[config.mk]
export PLATFORM = sky130hd
export DESIGN_NAME = score_mem_scheduler_flat
export DESIGN_NICKNAME = d
export VERILOG_FILES = /design/src/rtl/score_mem_if.sv /design/src/rtl/score_mem_scheduler.sv /design/src/flat_wrapper.sv
export SDC_FILE = /design/constraint.sdc
export NUM_CORES = 1
export LEC_CHECK = 0
export CELL_PAD_IN_SITES_DETAIL_PLACEMENT = 1
export CELL_PAD_IN_SITES_GLOBAL_PLACEMENT = 2
export CORE_MARGIN = 8
export CORE_UTILIZATION = 43
export CTS_CLUSTER_DIAMETER = 120
export DETAILED_ROUTE_END_ITERATION = 10
export DONT_BUFFER_PORTS = 1
export PLACE_DENSITY = 0.87
export SYNTH_ARGS = -nofsm -noshare
export SYNTH_HDL_FRONTEND = slang
export SYNTH_SLANG_ARGS = --single-unit
[constraint.sdc]
create_clock -name Clock -period 15 [get_ports Clock]
set_clock_uncertainty 0.2 [all_clocks]
set_input_delay 2.25 -clock Clock [delete_from_list [all_inputs] [get_ports Clock]]
set_output_delay 2.25 -clock Clock [all_outputs]
set_load 0.005 [all_outputs]
[src/rtl/score_mem_if.sv]
// Handshake, status and RAM-port bundle for the score history scheduler.
// The master side is the environment (game FSM, renderer, RAM macro); the
// slave side is the scheduler itself.
interface score_mem_if #(
    parameter int AW = 8,
    parameter int DW = 32
);
    logic          wr_req;
    logic [DW-1:0] wr_data;
    logic          wr_ack;
    logic          rd_req;
    logic [AW-1:0] rd_addr;
    logic          rd_ack;
    logic          rd_valid;
    logic [DW-1:0] rd_data;
    logic          scan_start;
    logic          scan_busy;
    logic          scan_done;
    logic [DW-1:0] scan_max;
    logic [AW-1:0] head_addr;
    logic [AW:0]   entry_count;
    logic [AW-1:0] mem_address;
    logic [DW-1:0] mem_data;
    logic          mem_wren;
    logic [DW-1:0] mem_q;

    modport master (
        output wr_req, wr_data, rd_req, rd_addr, scan_start, mem_q,
        input  wr_ack, rd_ack, rd_valid, rd_data, scan_busy, scan_done, scan_max,
               head_addr, entry_count, mem_address, mem_data, mem_wren
    );

    modport slave (
        input  wr_req, wr_data, rd_req, rd_addr, scan_start, mem_q,
        output wr_ack, rd_ack, rd_valid, rd_data, scan_busy, scan_done, scan_max,
               head_addr, entry_count, mem_address, mem_data, mem_wren
    );
endinterface

[src/rtl/score_mem_scheduler.sv]
// Single-port score history RAM scheduler. Arbitrates the RAM between game
// writes, renderer reads and an internal high-score scan, keeps the circular
// write pointer and entry count, and pipelines RAM reads back to the renderer.
module score_mem_scheduler #(
    parameter int DEPTH      = 256,
    parameter int AW         = 8,
    parameter int DW         = 32,
    parameter int STARVE_LIM = 4
) (
    input logic        Clock,
    input logic        reset,
    score_mem_if.slave bus
);
    localparam int          SW         = $clog2(STARVE_LIM + 1);
    localparam logic [AW:0] FULL       = (AW+1)'(DEPTH);
    localparam logic [AW:0] ONE        = (AW+1)'(1);
    localparam logic [SW-1:0] STARVE_MAX = SW'(STARVE_LIM);

    typedef enum logic [1:0] {IDLE, ISSUE, DRAIN, DONE} scan_state_t;

    scan_state_t   state, state_nxt;
    logic [AW-1:0] head_addr;
    logic [AW:0]   entry_count;
    logic [AW:0]   scan_n;
    logic [AW:0]   scan_addr;
    logic [DW-1:0] run_max, run_max_nxt;
    logic [DW-1:0] scan_max;
    logic          scan_busy;
    logic          scan_done;
    logic [SW-1:0] starve_cnt;
    logic          p1_rd, p1_scan, p2_rd, p2_scan;
    logic [AW-1:0] mem_address;
    logic [DW-1:0] mem_data;
    logic          mem_wren;
    logic          rd_valid;
    logic [DW-1:0] rd_data;

    logic scan_pend, starved, start_now, scan_last;
    logic wr_grant, rd_grant, scan_grant;

    // Arbiter: write beats read beats scan, except a starved scan slot beats a read
    always_comb begin
        scan_pend  = (state == ISSUE);
        starved    = scan_pend && (starve_cnt >= STARVE_MAX);
        start_now  = (state == IDLE) && bus.scan_start;
        wr_grant   = reset && bus.wr_req;
        rd_grant   = reset && bus.rd_req && !bus.wr_req && !starved;
        scan_grant = reset && scan_pend && !bus.wr_req && (!bus.rd_req || starved);
        scan_last  = scan_grant && ((scan_addr + ONE) == scan_n);
    end

    // Running max folds in returning scan reads and any write committed during the scan
    always_comb begin
        run_max_nxt = start_now ? '0 : run_max;
        if (p2_scan && (bus.mem_q > run_max_nxt)) begin
            run_max_nxt = bus.mem_q;
        end
        if (wr_grant && (scan_busy || start_now) && (bus.wr_data > run_max_nxt)) begin
            run_max_nxt = bus.wr_data;
        end
    end

    // Scan FSM next state: empty history skips straight to DONE
    always_comb begin
        state_nxt = state;
        case (state)
            IDLE:    if (bus.scan_start) state_nxt = (entry_count == '0) ? DONE : ISSUE;
            ISSUE:   if (scan_last) state_nxt = DRAIN;
            DRAIN:   if (!p1_scan && !p2_scan) state_nxt = DONE;
            DONE:    state_nxt = IDLE;
            default: state_nxt = IDLE;
        endcase
    end

    // Scan FSM state register
    always_ff @(posedge Clock) begin
        if (!reset) state <= IDLE;
        else        state <= state_nxt;
    end

    // Circular write pointer and saturating entry count
    always_ff @(posedge Clock) begin
        if (!reset) begin
            head_addr   <= '0;
            entry_count <= '0;
        end else if (wr_grant) begin
            head_addr <= head_addr + AW'(1);
            if (entry_count != FULL) entry_count <= entry_count + ONE;
        end
    end

    // Starve counter tracks consecutive read grants that bypassed a pending scan slot
    always_ff @(posedge Clock) begin
        if (!reset || scan_grant || !scan_pend) starve_cnt <= '0;
        else if (rd_grant)                      starve_cnt <= starve_cnt + SW'(1);
    end

    // RAM command register and read-return pipeline (grant, address, q, result)
    always_ff @(posedge Clock) begin
        if (!reset) begin
            mem_address <= '0;
            mem_data    <= '0;
            mem_wren    <= 1'b0;
            p1_rd       <= 1'b0;
            p1_scan     <= 1'b0;
            p2_rd       <= 1'b0;
            p2_scan     <= 1'b0;
            rd_valid    <= 1'b0;
            rd_data     <= '0;
        end else begin
            mem_wren <= wr_grant;
            mem_data <= wr_grant ? bus.wr_data : '0;
            if (wr_grant)        mem_address <= head_addr;
            else if (rd_grant)   mem_address <= bus.rd_addr;
            else if (scan_grant) mem_address <= scan_addr[AW-1:0];
            p1_rd    <= rd_grant;
            p1_scan  <= scan_grant;
            p2_rd    <= p1_rd;
            p2_scan  <= p1_scan;
            rd_valid <= p2_rd;
            if (p2_rd) rd_data <= bus.mem_q;
        end
    end

    // Scan datapath: snapshot length, walk addresses, publish the result
    always_ff @(posedge Clock) begin
        if (!reset) begin
            scan_n    <= '0;
            scan_addr <= '0;
            run_max   <= '0;
            scan_max  <= '0;
            scan_busy <= 1'b0;
            scan_done <= 1'b0;
        end else begin
            scan_done <= 1'b0;
            run_max   <= run_max_nxt;
            case (state)
                IDLE: if (bus.scan_start) begin
                    scan_n    <= entry_count;
                    scan_addr <= '0;
                    scan_busy <= 1'b1;
                end
                ISSUE: if (scan_grant) scan_addr <= scan_addr + ONE;
                DONE: begin
                    scan_max  <= run_max_nxt;
                    scan_done <= 1'b1;
                    scan_busy <= 1'b0;
                end
                default: ;
            endcase
        end
    end

    assign bus.wr_ack      = wr_grant;
    assign bus.rd_ack      = rd_grant;
    assign bus.rd_valid    = rd_valid;
    assign bus.rd_data     = rd_data;
    assign bus.scan_busy   = scan_busy;
    assign bus.scan_done   = scan_done;
    assign bus.scan_max    = scan_max;
    assign bus.head_addr   = head_addr;
    assign bus.entry_count = entry_count;
    assign bus.mem_address = mem_address;
    assign bus.mem_data    = mem_data;
    assign bus.mem_wren    = mem_wren;
endmodule

[src/flat_wrapper.sv]
// flat-port wrapper written by rule: the top's interface ports become plain ports
module score_mem_scheduler_flat 
#(
    parameter int DEPTH      = 256,
    parameter int AW         = 8,
    parameter int DW         = 32,
    parameter int STARVE_LIM = 4
)
  (Clock, reset, bus_wr_req, bus_wr_data, bus_rd_req, bus_rd_addr, bus_scan_start, bus_mem_q, bus_wr_ack, bus_rd_ack, bus_rd_valid, bus_rd_data, bus_scan_busy, bus_scan_done, bus_scan_max, bus_head_addr, bus_entry_count, bus_mem_address, bus_mem_data, bus_mem_wren);
  score_mem_if #(.AW(AW), .DW(DW)) bus_i ();
  input logic Clock;
  input logic reset;
  input wire logic [$bits(bus_i.wr_req)-1:0] bus_wr_req;
  input wire logic [$bits(bus_i.wr_data)-1:0] bus_wr_data;
  input wire logic [$bits(bus_i.rd_req)-1:0] bus_rd_req;
  input wire logic [$bits(bus_i.rd_addr)-1:0] bus_rd_addr;
  input wire logic [$bits(bus_i.scan_start)-1:0] bus_scan_start;
  input wire logic [$bits(bus_i.mem_q)-1:0] bus_mem_q;
  output wire logic [$bits(bus_i.wr_ack)-1:0] bus_wr_ack;
  output wire logic [$bits(bus_i.rd_ack)-1:0] bus_rd_ack;
  output wire logic [$bits(bus_i.rd_valid)-1:0] bus_rd_valid;
  output wire logic [$bits(bus_i.rd_data)-1:0] bus_rd_data;
  output wire logic [$bits(bus_i.scan_busy)-1:0] bus_scan_busy;
  output wire logic [$bits(bus_i.scan_done)-1:0] bus_scan_done;
  output wire logic [$bits(bus_i.scan_max)-1:0] bus_scan_max;
  output wire logic [$bits(bus_i.head_addr)-1:0] bus_head_addr;
  output wire logic [$bits(bus_i.entry_count)-1:0] bus_entry_count;
  output wire logic [$bits(bus_i.mem_address)-1:0] bus_mem_address;
  output wire logic [$bits(bus_i.mem_data)-1:0] bus_mem_data;
  output wire logic [$bits(bus_i.mem_wren)-1:0] bus_mem_wren;
  assign bus_i.wr_req = bus_wr_req;
  assign bus_i.wr_data = bus_wr_data;
  assign bus_i.rd_req = bus_rd_req;
  assign bus_i.rd_addr = bus_rd_addr;
  assign bus_i.scan_start = bus_scan_start;
  assign bus_i.mem_q = bus_mem_q;
  assign bus_wr_ack = bus_i.wr_ack;
  assign bus_rd_ack = bus_i.rd_ack;
  assign bus_rd_valid = bus_i.rd_valid;
  assign bus_rd_data = bus_i.rd_data;
  assign bus_scan_busy = bus_i.scan_busy;
  assign bus_scan_done = bus_i.scan_done;
  assign bus_scan_max = bus_i.scan_max;
  assign bus_head_addr = bus_i.head_addr;
  assign bus_entry_count = bus_i.entry_count;
  assign bus_mem_address = bus_i.mem_address;
  assign bus_mem_data = bus_i.mem_data;
  assign bus_mem_wren = bus_i.mem_wren;
  score_mem_scheduler #(.DEPTH(DEPTH), .AW(AW), .DW(DW), .STARVE_LIM(STARVE_LIM)) u_core (.Clock(Clock), .reset(reset), .bus(bus_i));
endmodule
==> results of run 1 <==
final timing paths:
| check | slack [ps] | cells after the start | to | startpoint |
|---|---|---|---|---|
| hold reg to reg | 250 | 1 | u_core.p2_rd | u_core.p1_rd |
| setup / recovery | 5520 | 20 | u_core.bus.scan_max[4] | bus_scan_start |
| hold / removal | 250 | 1 | u_core.p2_rd | u_core.p1_rd |
| setup reg to reg | 6570 | 22 | u_core.bus.scan_max[4] | u_core.state[0] |
worst reg2reg max path, delay by kind of cell (launching register included):
family	cells	cell delay (ps)
buffers and inverters	4	1660
DFF	1	390
muxes	1	410
and+or+nand+nor	6	1460
AOI/OAI and AO/OA	8	3210
adders and majority gates	3	910
state kept, by name, summed over array words and instances (netlist names):
signal and cells:
u_core.bus.entry_count 9, u_core.bus.head_addr 8, u_core.bus.mem_address 8, u_core.bus.mem_data 32
u_core.bus.mem_wren 1, u_core.bus.rd_data 32, u_core.bus.rd_valid 1, u_core.bus.scan_busy 1
u_core.bus.scan_done 1, u_core.bus.scan_max 32, u_core.p1_rd 1, u_core.p1_scan 1
u_core.p2_rd 1, u_core.p2_scan 1, u_core.run_max 32, u_core.scan_addr 9
u_core.scan_n 9, u_core.starve_cnt 3, u_core.state 2
cell type report:
class | instances | share of cell area [%]
flip-flops and latches | 184 | 34.8
multi-input cells | 726 | 53.9
repair buffers | 9 | 0.637
clock buffers | 20 | 4.31
clock inverters | 12 | 1.32
well taps | 285 | 3.36
inverters | 48 | 1.72
cells in the mapped netlist (4+ instances only):
| library cell | n | share of area [%] |
|---|---|---|
| inv_1 | 47 | 1.8 |
| buf_6 | 6 | 0.68 |
| xnor2_1 | 13 | 1.1 |
| xor2_1 | 15 | 1.3 |
| mux2i_1 | 36 | 3.6 |
| nor2_1 | 76 | 2.9 |
| nand3b_1 | 34 | 2.6 |
| o21ai_0 | 13 | 0.66 |
| buf_2 | 4 | 0.20 |
| nand3_1 | 15 | 0.76 |
| nor3_1 | 22 | 1.1 |
| buf_1 | 6 | 0.23 |
| o21ai_1 | 4 | 0.20 |
| and2_1 | 11 | 0.69 |
| nand2b_1 | 4 | 0.25 |
| a21oi_1 | 81 | 4.1 |
| mux2i_4 | 29 | 6.6 |
| nand4_1 | 14 | 0.88 |
| a211oi_2 | 32 | 4.0 |
| ha_1 | 74 | 9.3 |
| and3_1 | 36 | 2.3 |
| dfxtp_1 | 184 | 37 |
| nand2_1 | 125 | 4.7 |
| nor2b_1 | 8 | 0.50 |
| o221ai_1 | 6 | 0.53 |
| clkbuf_1 | 44 | 1.7 |
| o221ai_2 | 30 | 4.5 |
stage by stage:
stage	cell area (um^2)	setup WS, ps	power [uW]
6_report	10600	5520	1250
5_1_grt	10600	5150	1310
4_1_cts	10600	5520	1270
3_5_place_dp	10000	5080	801
3_3_place_gp	10000	5300	794
2_1_floorplan	9920	8480	744
cells by family after synthesis:
group / count (synthesis) / share of synthesized area, %
buffers and inverters: 114 / 5.43
and+or+nand+nor: 358 / 17.9
adders and majority gates: 74 / 9.34
xor gates and xnor gates: 28 / 2.47
AOI/OAI and AO/OA: 199 / 17.2
DFF: 184 / 37.1
muxes: 67 / 10.5
metal layers:
metal,vias to the layer above,global-route usage (%),share of wire (%)
met1,3679,25.4,44
met2,169,34.2,48
met4,0,5.98,1.5
li1,3561,-,-
met5,-,0,0
met3,25,5.85,6.8
report_power, final:
part	internal [uW]	switching, uW	leakage, uW
combinational	95.4	160	0.00227
clock	257	205	0.000296
sequential	515	18.5	0.00149
total	867	384	0.00406
==> impl_metrics.ini, run 1 <==
[outcome]
outcome = complete, no violations

[clocking]
cts.sinks = 184
cts_buffers = 17
cts_root_buffer = clkbuf_16
clkSlewWorstSetupHoldPaths_ps = 70
clkLatencyLatePin_ps = 440
holdBufCountCts = 0
cts_buffer_depth = 2
post-cts-setup-buffers = 0
post_cts_resized = 0
ctsHtreeMaxLevel = 4
tritoncts = built

[worst_setup_path]
worstPathCellList = nand2_1 -> buf_4 -> nand2_1 -> ha_1 -> nand2_1 -> nor2_1 -> a211oi_1 -> o211ai_1 -> o21bai_4 -> buf_4 -> mux2i_4 -> ha_1 -> a21oi_1 -> o21ai_1 -> a21oi_1 -> nor3_1 -> o41ai_4 -> buf_4 -> and2_4 -> o221ai_1
crit_slowest_cell = o41ai_4
cp-end-kind = flip-flop
crit_family = compound AO/OA/AOI/OAI gates
cp_max_fo = 64
cp.required_ps = 15060
crit_type = in2reg
cp-start-kind = primary input
path_buf_inv = 3
cp.arrival_ps = 9540
crit_path_max_incr_delay_ps = 980

[final_layout]
fin_cells = 1284
mostFrequentLayoutCell = dfxtp_1
syn_to_final_growth_pct = 6.91
final_cell_mix = 183 x dfxtp_1, 125 x nand2_1, 81 x a21oi_1
diodes = 0
seq_area_um2 = 3680
nets = 1137
fin_util_pct = 46.8
multiInputGateArea_um2 = 5710
nFillCells = 2537
layout-drive-gt1-share_pct = 14.9

[global_routing]
grt_use_total_pct = 20.5
grt_pass1_wl_um = 46100
grt_antenna_before_repair = 0
grt_max_degree = 79
grt_pass1_vias = 7904
gr-total-overflow = 0

[route]
route.detailed.drc = 0
dr.pass1.iters = 4
totalWireLength_um = 29000
vias = 7434
drt-initial-drc-count = 319
ant_nets = 0
viasPerCell = 5.79
avgRoutedWirePerCell_um = 22.6

[die]
coreArea_um2 = 22600
fp.dieH_um = 168
row_count = 55
die-area_um2 = 28200
num_io_pins = 204
die_w_um = 168
initial_core_util_pct = 43.8

[timing]
post-route-period-util_pct = 63.2
setup_viol = 0
fmax_mhz = 105
slew_viol_final = 0
hold_viol = 0
grt_setup_unrepaired = false
relSlewSlack_pct = 22.4
fin_hold_ws_ps = 246
finalCriticalPeriod_ps = 9480
fin_setup_tns_ps = 0
worstMarginPinSlew_ps = 1160

[synth]
synth_edf_count = 0
syn_nets = 1175
yosysWarningCount = 0
ys_ff_latch = 184
synthesis.area_um2 = 9920
synth.avg_cell_area_um2 = 9.68
synthFlopType = dfxtp_1
ys_async_sr_fraction_pct = 0
synthCells = 1024
synthDistinctLibCells = 62
ys_seq_area_share_pct = 37.1

[flow_run]
cap_viol_max_count = 0

[place]
dpl.hpwl_um = 20500
portBuffers = 0
dpl.cell_count = 1252
gp_congestion = 0.759

[pwr]
irDropWorstVdd_uv = 68.2
power.leakage_uw = 0.00406
power.density_nw_per_um2 = 118

[worst_hold_path]
hold_class = reg2reg
(Power assumes the default switching activity.)
==> run 2: changes to the inputs <==
--- a/config.mk
+++ b/config.mk
@@ -8,11 +8,11 @@
 export CELL_PAD_IN_SITES_DETAIL_PLACEMENT = 1
 export CELL_PAD_IN_SITES_GLOBAL_PLACEMENT = 2
 export CORE_MARGIN = 8
-export CORE_UTILIZATION = 43
+export CORE_UTILIZATION = 36
 export CTS_CLUSTER_DIAMETER = 120
 export DETAILED_ROUTE_END_ITERATION = 10
 export DONT_BUFFER_PORTS = 1
-export PLACE_DENSITY = 0.87
+export PLACE_DENSITY = 0.78
 export SYNTH_ARGS = -nofsm -noshare
 export SYNTH_HDL_FRONTEND = slang
 export SYNTH_SLANG_ARGS = --single-unit
==> constraint.sdc (replaced) <==
create_clock -name Clock -period 7.8 [get_ports Clock]
set_clock_uncertainty 0.2 [all_clocks]
set_input_delay 1.17 -clock Clock [delete_from_list [all_inputs] [get_ports Clock]]
set_output_delay 1.17 -clock Clock [all_outputs]
set_load 0.005 [all_outputs]
==> run 2 against run 1 <==
Setup slack got worse by 4200 ps. Global-route usage decreased by 2.4 points. Core utilization decreased by 6.8 points. Critical path depth increased by 3. Final area increased by 2.2%. First-iteration DRC count increased by 4.7%. Cell count increased by 5.1%. Critical endpoint is now u_core.bus.scan_max[3].
==> impl_metrics.ini, run 2 (same netlist as run 1, synthesis figures left out) <==
[clocking]
cts.sinks = 184
post_cts_resized = 0
cts_buffers = 17
cts_root_buffer = clkbuf_16
post-cts-setup-buffers = 0
clkLatencyLatePin_ps = 440
ctsHtreeMaxLevel = 4
tritoncts = built
holdBufCountCts = 0
clkSlewWorstSetupHoldPaths_ps = 70
cts_buffer_depth = 2

[worst_hold_path]
hp-start = u_core.p1_rd
min_to = u_core.p2_rd
hold_class = reg2reg
hold-path-cell-count = 1

[worst_setup_path]
crit_slowest_cell = o311ai_4
cp_common_cell = ha_1
r2r_cells = 23
cp.arrival_ps = 6640
r2r_setup_slack_ps = 1310
cp-start-kind = flip-flop
cp_max_fo = 25
r2r_end = u_core.bus.scan_max[3]
cp.required_ps = 7950
crit_path_max_incr_delay_ps = 550
regToRegStartpoint = u_core.state[0]
crit_type = reg2reg
cp-end-kind = flip-flop
worstPathCellList = inv_1 -> ha_1 -> nand2_1 -> buf_12 -> nand2_1 -> ha_1 -> a21oi_1 -> nor2_1 -> a211oi_1 -> o211ai_1 -> o21bai_4 -> buf_12 -> mux2i_4 -> ha_1 -> a21oi_1 -> nor2_1 -> a211oi_1 -> o21ai_0 -> o311ai_4 -> buf_4 -> nand3_2 -> buf_4 -> o221ai_1

[final_layout]
mostFrequentLayoutCell = dfxtp_1
multiInputGateArea_um2 = 5710
diodes = 0
syn_to_final_growth_pct = 9.22
final_cell_mix = 183 x dfxtp_1, 125 x nand2_1, 81 x a21oi_1
layout-drive-gt1-share_pct = 15.8
nFillCells = 3086
fin_util_pct = 40.1
seq_area_um2 = 3680
nets = 1146

[route]
totalWireLength_um = 30000
avgRoutedWirePerCell_um = 22.3
route.detailed.drc = 0
viasPerCell = 5.48
vias = 7391
drt-initial-drc-count = 334
dr.pass1.iters = 8
ant_nets = 0

[global_routing]
gr-total-overflow = 0
use_met1_pct = 22.6
grt_pass1_vias = 7904
grt_use_total_pct = 18.2
grt_util_met3_pct = 5.23
busiest_layer = met2
grt_antenna_before_repair = 1
grt_max_degree = 79
grt_pass1_wl_um = 47400
use_met2_pct = 30.1

[timing]
setup_viol = 0
fin_hold_ws_ps = 241
hold_viol = 0
relSlewSlack_pct = 38.1
fin_setup_tns_ps = 0
finalCriticalPeriod_ps = 6490
slew_viol_final = 0
grt_setup_unrepaired = false
post-route-period-util_pct = 83.2
fmax_mhz = 154
worstMarginPinSlew_ps = 929

[die]
coreArea_um2 = 27000
die-area_um2 = 33100
row_count = 60
die_w_um = 182
fp.dieH_um = 182
num_io_pins = 204
initial_core_util_pct = 36.7

[pwr]
power.leakage_uw = 0.00413
p_total_uw = 2470
power.density_nw_per_um2 = 228
irDropWorstVdd_uv = 120

[outcome]
outcome = complete, no violations

[place]
portBuffers = 0
dpl.hpwl_um = 21600
gp_congestion = 0.777

[flow_run]
cap_viol_max_count = 0
==> run 2: changes by cell type in the layout (fill, tap and decap cells not counted) <==
cell	previous run	this run
clkinvlp_4	0	2
bufinv_16	2	3
clkbuf_8	2	0
clkbuf_1	1	0
buf_4	9	12
buf_12	0	6
inv_8	0	1
inv_6	4	5
clkinv_4	4	2
==> run 2: layer usage <==
layer  vias up  part of all wire [%]  wire, um
met1      3601                    45     13400
met2       170                    47     14000
met3        33                   6.8      2040
li1       3585                     -         -
met4         2                   1.8       535
met5         -                 0.043        13
==> run 2: per-stage QoR <==
step	cells	cell area [um^2]	setup WS (ps)
3_3_place_gp	1317	10200	934
4_1_cts	1349	10800	1230
6_report	1349	10800	1310
3_5_place_dp	1317	10200	877
5_1_grt	1349	10800	911
2_1_floorplan	1024	9920	2360
==> run 2: power by group <==
group	switching [uW]	internal (uW)
clock network	419	512
logic	311	198
registers	36.3	990
==> run 2: area by class of cell <==
| class | count | area share, % |
|---|---|---|
| repair buffers | 18 | 1.94 |
| flip-flops and latches | 184 | 34.0 |
| inverters | 48 | 1.69 |
| clock buffers | 17 | 3.93 |
| clock inverters | 15 | 1.73 |
| well taps | 341 | 3.94 |
| multi-input cells | 726 | 52.8 |
==> run 2: worst max-delay path, delay by kind of cell, from the launching register on <==
| family | cells | cell delay, ps |
|---|---|---|
| mux | 1 | 310 |
| compound gates | 9 | 2660 |
| fa+ha+maj | 3 | 840 |
| flops | 1 | 400 |
| buf+inv | 5 | 1170 |
| simple gates | 5 | 770 |
==> run 2: worst max-delay path by stage <==
| stage | startpoint | to | slack, ps | depth (start not counted) |
|---|---|---|---|---|
| 6_report | u_core.state[0] | u_core.bus.scan_max[3] | 1310 | 23 |
| 5_1_grt | u_core.state[0] | u_core.bus.scan_max[4] | 910 | 22 |
| 2_1_floorplan | bus_scan_start | u_core.bus.scan_max[11] | 2360 | 22 |
| 4_1_cts | u_core.state[0] | u_core.bus.scan_max[3] | 1230 | 23 |
| 3_3_place_gp | bus_scan_start | u_core.bus.scan_max[3] | 930 | 21 |
| 3_5_place_dp | bus_scan_start | u_core.bus.scan_max[3] | 880 | 21 |
